<file path="src/rtl/dual_core_ram_arbiter_pkg.sv">
// Shared types for the dual-core RAM arbiter: RAM word/state types,
// the grant FSM states and the core index type.
`timescale 1ns/1ps
package dual_core_ram_arbiter_pkg;

    localparam int CPUS   = 2;
    localparam int WORD_W = 32;

    typedef logic [WORD_W-1:0] word_t;

    // RAM status as reported by the memory model / controller.
    typedef enum logic [1:0] {
        FREE   = 2'd0,
        BUSY   = 2'd1,
        ACCESS = 2'd2,
        ERROR  = 2'd3
    } ramstate_t;

    // Grant FSM. Prefixed to stay distinct from the ramstate_t BUSY literal.
    typedef enum logic {
        ARB_IDLE = 1'b0,
        ARB_BUSY = 1'b1
    } arb_state_t;

    typedef logic [$clog2(CPUS)-1:0] core_idx_t;

    // One-hot mask selecting a single core lane.
    function automatic logic [CPUS-1:0] core_onehot(input core_idx_t c);
        logic [CPUS-1:0] m;
        m    = '0;
        m[c] = 1'b1;
        return m;
    endfunction

endpackage

</file>
<file path="src/rtl/dual_core_ram_arbiter_if.sv">
// Bus bundle between the two cores, the arbiter and the RAM port.
//
// Handshake: a core raises iREN or dREN/dWEN together with its address
// (and write data) and holds them steady until the matching wait output
// is low. Wait low lasts exactly one cycle and marks completion; read
// data on iload/dload is valid in that same cycle. Dropping the request
// before completion abandons the access without a wait pulse.
`timescale 1ns/1ps
interface dual_core_ram_arbiter_if;
    import dual_core_ram_arbiter_pkg::*;

    // Core side
    logic  [CPUS-1:0] iREN;
    logic  [CPUS-1:0] dREN;
    logic  [CPUS-1:0] dWEN;
    word_t [CPUS-1:0] iaddr;
    word_t [CPUS-1:0] daddr;
    word_t [CPUS-1:0] dstore;
    logic  [CPUS-1:0] iwait;
    logic  [CPUS-1:0] dwait;
    word_t [CPUS-1:0] iload;
    word_t [CPUS-1:0] dload;

    // RAM side
    ramstate_t ramstate;
    word_t     ramload;
    word_t     ramaddr;
    word_t     ramstore;
    logic      ramREN;
    logic      ramWEN;

    // Environment view: cores issuing requests and the RAM answering.
    modport master (
        output iREN, dREN, dWEN, iaddr, daddr, dstore, ramstate, ramload,
        input  iwait, dwait, iload, dload, ramaddr, ramstore, ramREN, ramWEN
    );

    // Arbiter view.
    modport slave (
        input  iREN, dREN, dWEN, iaddr, daddr, dstore, ramstate, ramload,
        output iwait, dwait, iload, dload, ramaddr, ramstore, ramREN, ramWEN
    );

endinterface

</file>
<file path="src/rtl/dual_core_ram_arbiter_rr_pick2.sv">
// Combinational two-way round-robin picker: with both requesters active
// the one that was not served last wins, otherwise the lone requester.
`timescale 1ns/1ps
module dual_core_ram_arbiter_rr_pick2 (
    input  logic [1:0] req,
    input  logic       last,
    output logic       gnt,
    output logic       valid
);

    // Pick the winner from the request pair and the last-served index.
    always_comb begin
        valid = |req;
        gnt   = 1'b0;
        if (req[0] && req[1]) begin
            gnt = ~last;
        end else if (req[1]) begin
            gnt = 1'b1;
        end
    end

endmodule

</file>
<file path="src/rtl/dual_core_ram_arbiter.sv">
// Shares one RAM port between two cores, each with an instruction read
// port and a data read/write port. A registered grant is taken in IDLE
// (data beats instruction inside a core, round-robin across cores) and
// held in BUSY until the RAM reports ACCESS or the request is withdrawn.
`timescale 1ns/1ps
module dual_core_ram_arbiter
    import dual_core_ram_arbiter_pkg::*;
(
    input  logic                    CLK,
    input  logic                    nRST,
    dual_core_ram_arbiter_if.slave  bus,
    output arb_state_t              dbg_state
);

    arb_state_t       state, state_nxt;
    core_idx_t        last_core;
    core_idx_t        gnt_core;
    logic             gnt_is_data;

    logic [CPUS-1:0]  d_req;
    logic [CPUS-1:0]  any_req;
    logic             pick;
    logic             pick_valid;
    logic             load_gnt;
    logic             complete;
    logic             src_active;

    assign d_req     = bus.dREN | bus.dWEN;
    assign any_req   = d_req | bus.iREN;
    assign dbg_state = state;

    // Read data fans out to every lane; only the granted wait qualifies it.
    assign bus.iload = {CPUS{bus.ramload}};
    assign bus.dload = {CPUS{bus.ramload}};

    dual_core_ram_arbiter_rr_pick2 u_pick (
        .req   (any_req),
        .last  (last_core),
        .gnt   (pick),
        .valid (pick_valid)
    );

    // Grant register, last-served core and FSM state.
    always_ff @(posedge CLK or negedge nRST) begin
        if (!nRST) begin
            state       <= ARB_IDLE;
            last_core   <= core_idx_t'(1);
            gnt_core    <= '0;
            gnt_is_data <= 1'b0;
        end else begin
            state <= state_nxt;
            if (load_gnt) begin
                gnt_core    <= core_idx_t'(pick);
                gnt_is_data <= d_req[pick];
            end
            if (complete) begin
                last_core <= gnt_core;
            end
        end
    end

    // Next state, RAM drive and wait release for the current grant.
    always_comb begin
        state_nxt    = state;
        load_gnt     = 1'b0;
        complete     = 1'b0;
        src_active   = 1'b0;
        bus.iwait    = '1;
        bus.dwait    = '1;
        bus.ramaddr  = '0;
        bus.ramstore = '0;
        bus.ramREN   = 1'b0;
        bus.ramWEN   = 1'b0;

        case (state)
            ARB_IDLE: begin
                if (pick_valid) begin
                    load_gnt  = 1'b1;
                    state_nxt = ARB_BUSY;
                end
            end

            ARB_BUSY: begin
                src_active = gnt_is_data ? d_req[gnt_core] : bus.iREN[gnt_core];
                if (!src_active) begin
                    // Withdrawn: abandon quietly, fairness history untouched.
                    state_nxt = ARB_IDLE;
                end else begin
                    bus.ramaddr  = gnt_is_data ? bus.daddr[gnt_core] : bus.iaddr[gnt_core];
                    bus.ramstore = bus.dstore[gnt_core];
                    // A write wins over a read issued in the same cycle.
                    bus.ramWEN   = gnt_is_data & bus.dWEN[gnt_core];
                    bus.ramREN   = gnt_is_data ? (bus.dREN[gnt_core] & ~bus.dWEN[gnt_core])
                                               : bus.iREN[gnt_core];
                    if (bus.ramstate == ACCESS) begin
                        complete  = 1'b1;
                        state_nxt = ARB_IDLE;
                        if (gnt_is_data) begin
                            bus.dwait = ~core_onehot(gnt_core);
                        end else begin
                            bus.iwait = ~core_onehot(gnt_core);
                        end
                    end
                end
            end

            default: state_nxt = ARB_IDLE;
        endcase
    end

endmodule
</file>
<file path="src/flat_wrapper.sv">
// flat-port wrapper written by rule: the top's interface ports become plain ports
module dual_core_ram_arbiter_flat import dual_core_ram_arbiter_pkg::*;
  (CLK, nRST, dbg_state, bus_iREN, bus_dREN, bus_dWEN, bus_iaddr, bus_daddr, bus_dstore, bus_ramstate, bus_ramload, bus_iwait, bus_dwait, bus_iload, bus_dload, bus_ramaddr, bus_ramstore, bus_ramREN, bus_ramWEN);
  dual_core_ram_arbiter_if bus_i ();
  input  logic CLK;
  input  logic nRST;
  output arb_state_t dbg_state;
  input wire logic [$bits(bus_i.iREN)-1:0] bus_iREN;
  input wire logic [$bits(bus_i.dREN)-1:0] bus_dREN;
  input wire logic [$bits(bus_i.dWEN)-1:0] bus_dWEN;
  input wire logic [$bits(bus_i.iaddr)-1:0] bus_iaddr;
  input wire logic [$bits(bus_i.daddr)-1:0] bus_daddr;
  input wire logic [$bits(bus_i.dstore)-1:0] bus_dstore;
  input wire logic [$bits(bus_i.ramstate)-1:0] bus_ramstate;
  input wire logic [$bits(bus_i.ramload)-1:0] bus_ramload;
  output wire logic [$bits(bus_i.iwait)-1:0] bus_iwait;
  output wire logic [$bits(bus_i.dwait)-1:0] bus_dwait;
  output wire logic [$bits(bus_i.iload)-1:0] bus_iload;
  output wire logic [$bits(bus_i.dload)-1:0] bus_dload;
  output wire logic [$bits(bus_i.ramaddr)-1:0] bus_ramaddr;
  output wire logic [$bits(bus_i.ramstore)-1:0] bus_ramstore;
  output wire logic [$bits(bus_i.ramREN)-1:0] bus_ramREN;
  output wire logic [$bits(bus_i.ramWEN)-1:0] bus_ramWEN;
  assign bus_i.iREN = bus_iREN;
  assign bus_i.dREN = bus_dREN;
  assign bus_i.dWEN = bus_dWEN;
  assign bus_i.iaddr = bus_iaddr;
  assign bus_i.daddr = bus_daddr;
  assign bus_i.dstore = bus_dstore;
  assign bus_i.ramstate = bus_ramstate;
  assign bus_i.ramload = bus_ramload;
  assign bus_iwait = bus_i.iwait;
  assign bus_dwait = bus_i.dwait;
  assign bus_iload = bus_i.iload;
  assign bus_dload = bus_i.dload;
  assign bus_ramaddr = bus_i.ramaddr;
  assign bus_ramstore = bus_i.ramstore;
  assign bus_ramREN = bus_i.ramREN;
  assign bus_ramWEN = bus_i.ramWEN;
  dual_core_ram_arbiter u_core (.CLK(CLK), .nRST(nRST), .bus(bus_i), .dbg_state(dbg_state));
endmodule
</file>
<file path="config.mk">
export PLATFORM = sky130hd
export DESIGN_NAME = dual_core_ram_arbiter_flat
export DESIGN_NICKNAME = d
export VERILOG_FILES = /design/src/rtl/dual_core_ram_arbiter_pkg.sv /design/src/rtl/dual_core_ram_arbiter_if.sv /design/src/rtl/dual_core_ram_arbiter_rr_pick2.sv /design/src/rtl/dual_core_ram_arbiter.sv /design/src/flat_wrapper.sv
export SDC_FILE = /design/constraint.sdc
export NUM_CORES = 1
export LEC_CHECK = 0
export BUFFER_PORTS_ARGS = -buffer_cell sky130_fd_sc_hd__buf_2
export CAP_MARGIN = 40
export CELL_PAD_IN_SITES_DETAIL_PLACEMENT = 1
export CELL_PAD_IN_SITES_GLOBAL_PLACEMENT = 2
export CORE_AREA = 2 2 169 171
export CTS_CLUSTER_SIZE = 14
export DETAILED_ROUTE_END_ITERATION = 8
export DIE_AREA = 0 0 171 173
export HOLD_SLACK_MARGIN = 0.15
export PLACE_DENSITY_LB_ADDON = 0.1
export SKIP_CTS_REPAIR_TIMING = 1
export SYNTH_ARGS = -nofsm -noshare
export SYNTH_HDL_FRONTEND = slang
export SYNTH_SLANG_ARGS = --single-unit
</file>
<file path="constraint.sdc">
create_clock -name CLK -period 1.7 [get_ports CLK]
set_input_delay 0.085 -clock CLK [delete_from_list [all_inputs] [get_ports CLK]]
set_output_delay 0.085 -clock CLK [all_outputs]
set_load 0.005 [all_outputs]
</file>
* Yosys cells after proc, flatten, opt, wreduce, memory -nomap -nowiden
Index checks and enable logic that the tools add are counted. Widths: inputs -> output; s select.
Cells by class: $add $sub $neg 0, multipliers 0, divide/modulo/power cells 0, order comparisons 3, equality and inequality tests 1, shift-type cells 0, muxes and demuxes 47, bitwise operators 8, reduce and logical (&&, ||, !) cells 3
Operators with widths (count):
- $mux 32 | 11
- $mux 1 | 26
- $mux 2 | 8
- $lt 1x2->1 const B | 2
- $or 2x2->2 | 2
- $not 1->1 | 3
- $and 1x1->1 | 2
- $eq 2x2->1 const B | 1
- $logic_and 1x1->1 | 2
- $not 2->2 | 1
- $pmux 1 s2 | 1
- $reduce_or 2->1 | 1
- $demux 1 s1 | 1
- $ge 1x1->1 const B | 1
Storage, ports and cells: register bits 4, bits in latches 0, bits in writable memories 0, ROM bits 0, input port bits 234, output and inout port bits 199, word-level logic and storage cells 66, memories kept 0

* Longest topological paths before layout
word-level depth 9, depth in mapped cells 7, depth with buffers taken out 4

* Hierarchy
From an unflattened synthesis, not the netlist that was laid out.
Unflattened totals: cells, all modules 317, area, all modules 3079.2 µm²
By module, submodules not included:
- dual_core_ram_arbiter | instances 1, cells an instance 315, area each 3065.4 µm²
- dual_core_ram_arbiter_rr_pick2 | instances 1, cells an instance 2, area each 13.8 µm²

* Least setup slack after synthesis
No wires, ideal clock.
path type reg-to-output, from register u_core.gnt_core, to output port bus_ramaddr[10], arrival 1.412 ns, slack 0.203 ns, stages on the path, launching flop included 5, buffers on the path 2, cell sequence dfrtp_1 buf_4 buf_4 mux4_2 nor2b_1
On the way: word-level cells in the longest chain between the ends 5, elaborated cells between the ends (all ways) 12, classes of those cells mux: 12
RTL lines:
- from (decl) | line dual_core_ram_arbiter.sv:17 | core_idx_t gnt_core;
- from (signal assigned) | line dual_core_ram_arbiter.sv:53 | gnt_core <= core_idx_t'(pick);
- $mux 32 (implied by the code) or $mux 1 (tied branches) (2 in series) | line dual_core_ram_arbiter.sv:89, dual_core_ram_arbiter.sv:84
- $mux 32 or $mux 1 (tied branches) | line dual_core_ram_arbiter.sv:89, dual_core_ram_arbiter.sv:84
- $mux 32 (*) | line dual_core_ram_arbiter.sv:85 | if (!src_active) begin
- $mux 32 (*) | line dual_core_ram_arbiter.sv:75 | case (state)
- to (decl) | line flat_wrapper.sv:20 | output wire logic [$bits(bus_i.ramaddr)-1:0] bus_ramaddr;
Every way passes the cells marked *; elsewhere a longest branch is shown, timed or not. The select of a mux whose other input is x is not followed.

* Final worst setup path
from register u_core.gnt_core, to output port bus_ramaddr[17]
Same word-level chain as after synthesis.

==> out/metrics.cfg <==
[yosys]
ys_warn_count = 0
synthCells = 320
syn_area_per_cell_um2 = 8.79
synth_fp_nets = 554
ys_seq_area_frac = 0.0360
synth-seq-cells = 4
netlist_area_um2 = 2810
yosysUniqueCellTypes = 30

[sta]
setup_viol = 68
finClkSkew_ps = 5.72
postLayoutSetupSlackWorst_ps = -322
report.final.slew_viol_count = 0
hold_violations = 0
fin_crit_sh = 1.19
worstMarginPinSlew_ps = 386
finalCriticalPeriod_ps = 2020
max_freq_mhz = 495
relSlewSlack = 0.739
rsz0062_at_grt = true

[clock_tree]
cts.sinks = 4
cts_tree = done
clkLatencyLatePin_ps = 230
ctsLongestPathBuffers = 2
numCtsBuffers = 3
clk_pin_slew_ps = 30
htreeDepth = 1
cts-root-buf = clkbuf_16

[detailed_routing]
wl_per_cell_um = 16.4
drt-total-wl_um = 14100
vias_per_cell = 3.33
vias = 2858
drc_errors = 0
first_iter_violations = 51
drt_pass1_iterations = 4
drtAntennaViolNets = 0

[die]
io_pins = 433
initial_core_util = 0.102
core_um2 = 27600
chipWidth_um = 171
die_h_um = 173
dieArea_um2 = 29600
rows = 61

[worst_setup_path]
crit_arrival_ps = 1940
rrSetupSlack_ps = 0
endpoint_kind = output pin
startpoint_type = register
crit_fanout = 19
path_cells = nor3b_4 -> nor4b_4 -> nand2b_4 -> buf_12 -> buf_12 -> nor2b_1 -> buf_2
cp_common_cell = buf_12
criticalPathCategory = register to output pin
crit_slowest_cell = dfrtp_4
critPathMaxStageDelay_ps = 480
crit_required_ps = 1620

[placed_design]
io_buffers = 272
placed_cells_incl_taps = 843
dp_slack_ps = -222
dpl.hpwl_um = 12000
place.gp.congestion = 0.722

[min_path]
hold_path_class = primary input to output pin

[job]
cap_violations = 0

[power_and_ir_drop]
peakVddDrop_mv = 0.432
pwr_density_cell_nw_per_um2 = 1460
cellLeakagePower_nw = 2.11
power_mw = 6.27

[global_routing]
grt_pass1_vias = 3257
grt_usage = 0.0856
grt_overflow_total = 0
grt_max_degree = 38
grt_first_pass_wirelength_um = 19300
antenna_found_initial = 4

[layout]
fin_nets = 715
finalNonFillerCells = 859
synthToLayoutAreaGrowth_pct = 52.2
post_route_cells_drive_above_1_share = 0.800
utilization = 0.155

[run_status]
status = finished, violations left
violations = negative setup slack

==> metrics by stage <==
step / area, um^2 / hold WS, ps / TNS [ps]
final: 4280 / 170 / -19250
after global routing: 4280 / 170 / -23920
after CTS: 3880 / -332 / -22020
after detailed placement: 3800 / -93.3 / -5310
after global placement: 3800 / -87.0 / -6230
after floorplan: 2810 / -211 / 0
==> cell usage after synthesis (all sizes together) <==
cell	number	share of area
a21o	1	0.0027
a21oi	1	0.0018
a2bb2oi	1	0.0031
a31oi	2	0.0044
buf	143	0.38
clkbuf	4	0.0053
dfrtp	3	0.027
dfstp	1	0.0093
inv	3	0.0040
mux2i	33	0.12
mux4	32	0.26
nand2	1	0.0013
nand2b	3	0.0067
nand3	2	0.0036
nor2	37	0.049
nor2b	33	0.073
nor3	5	0.0089
nor3b	2	0.0053
nor4	3	0.0067
nor4b	1	0.0053
nor4bb	1	0.0036
o2111ai	1	0.0031
o21ai	2	0.0036
o2bb2a	1	0.0036
o2bb2ai	1	0.0031
o31ai	1	0.0027
or2	1	0.0022
or4	1	0.0027
==> state kept, by name (all words and copies together), names as in the netlist <==
name                count
u_core.gnt_core         1
u_core.last_core        1
u_core.dbg_state        1
u_core.gnt_is_data      1
==> path summary, 6_finish.rpt <==
kind,startpoint,endpoint,cells past startpoint
max reg2reg,u_core.gnt_core,u_core.dbg_state,6
min,bus_ramload[1],bus_dload[1],0
min reg2reg,u_core.last_core,u_core.last_core,2
max in group asynchronous,nRST,u_core.last_core,2
max,u_core.gnt_core,bus_ramaddr[17],7
min in group asynchronous,nRST,u_core.dbg_state,2
==> report_power, final <==
part	internal, mW	leakage, nW	switching (mW)
logic	3.14	2.03	2.54
registers	0.160	0.0416	0.0490
clock network	0.310	0.0382	0.0735
==> cells by family after synthesis <==
logic type	count (synthesis)	synth area share
AO/OA/AOI/OAI	11	0.0280
buffers and inverters	150	0.393
flip-flops	4	0.0360
multiplexers	65	0.374
AND/OR/NAND/NOR	90	0.169
==> critical path, delay by kind of cell (launching register included) <==
| family | cells | cell delay (ps) |
|---|---|---|
| AND/OR/NAND/NOR | 4 | 780 |
| buffers and inverters | 3 | 430 |
| flip-flops | 1 | 480 |
==> cell usage in the layout, fill, tap and decap left out, types with 2 or more instances in the layout <==
cell / instances
nor2_2: 22
nor2_1: 14
o21ai_0: 2
mux2i_1: 33
nor4_1: 2
nand3_1: 2
buf_12: 11
clkbuf_16: 5
buf_4: 13
buf_6: 6
nor2b_2: 4
nor2b_1: 20
nor3_1: 4
a31oi_1: 2
mux4_2: 32
inv_1: 3
buf_2: 269
nor2b_4: 9
nand2b_1: 2
==> layout make-up <==
type	count	area [um^2]
Tap cell	378	473
Sequential cell	4	106
Fill cell	3373	23300
Multi-Input combinational cell	166	1800
Inverter	3	11.3
Timing Repair Buffer	303	1810
Clock buffer	4	78.8
Antenna cell	1	2.50
==> per-layer routing <==
| metal | track usage | routed length [um] | vias to the layer above |
|---|---|---|---|
| met2 | 0.173 | 7470 | 255 |
| met1 | 0.0778 | 4500 | 1276 |
| met4 | 0.0166 | 215 | 4 |
| met3 | 0.0359 | 1880 | 19 |
| met5 | 0 | 31 | - |
| li1 | - | - | 1304 |
Power figures use the tool's default switching activity.
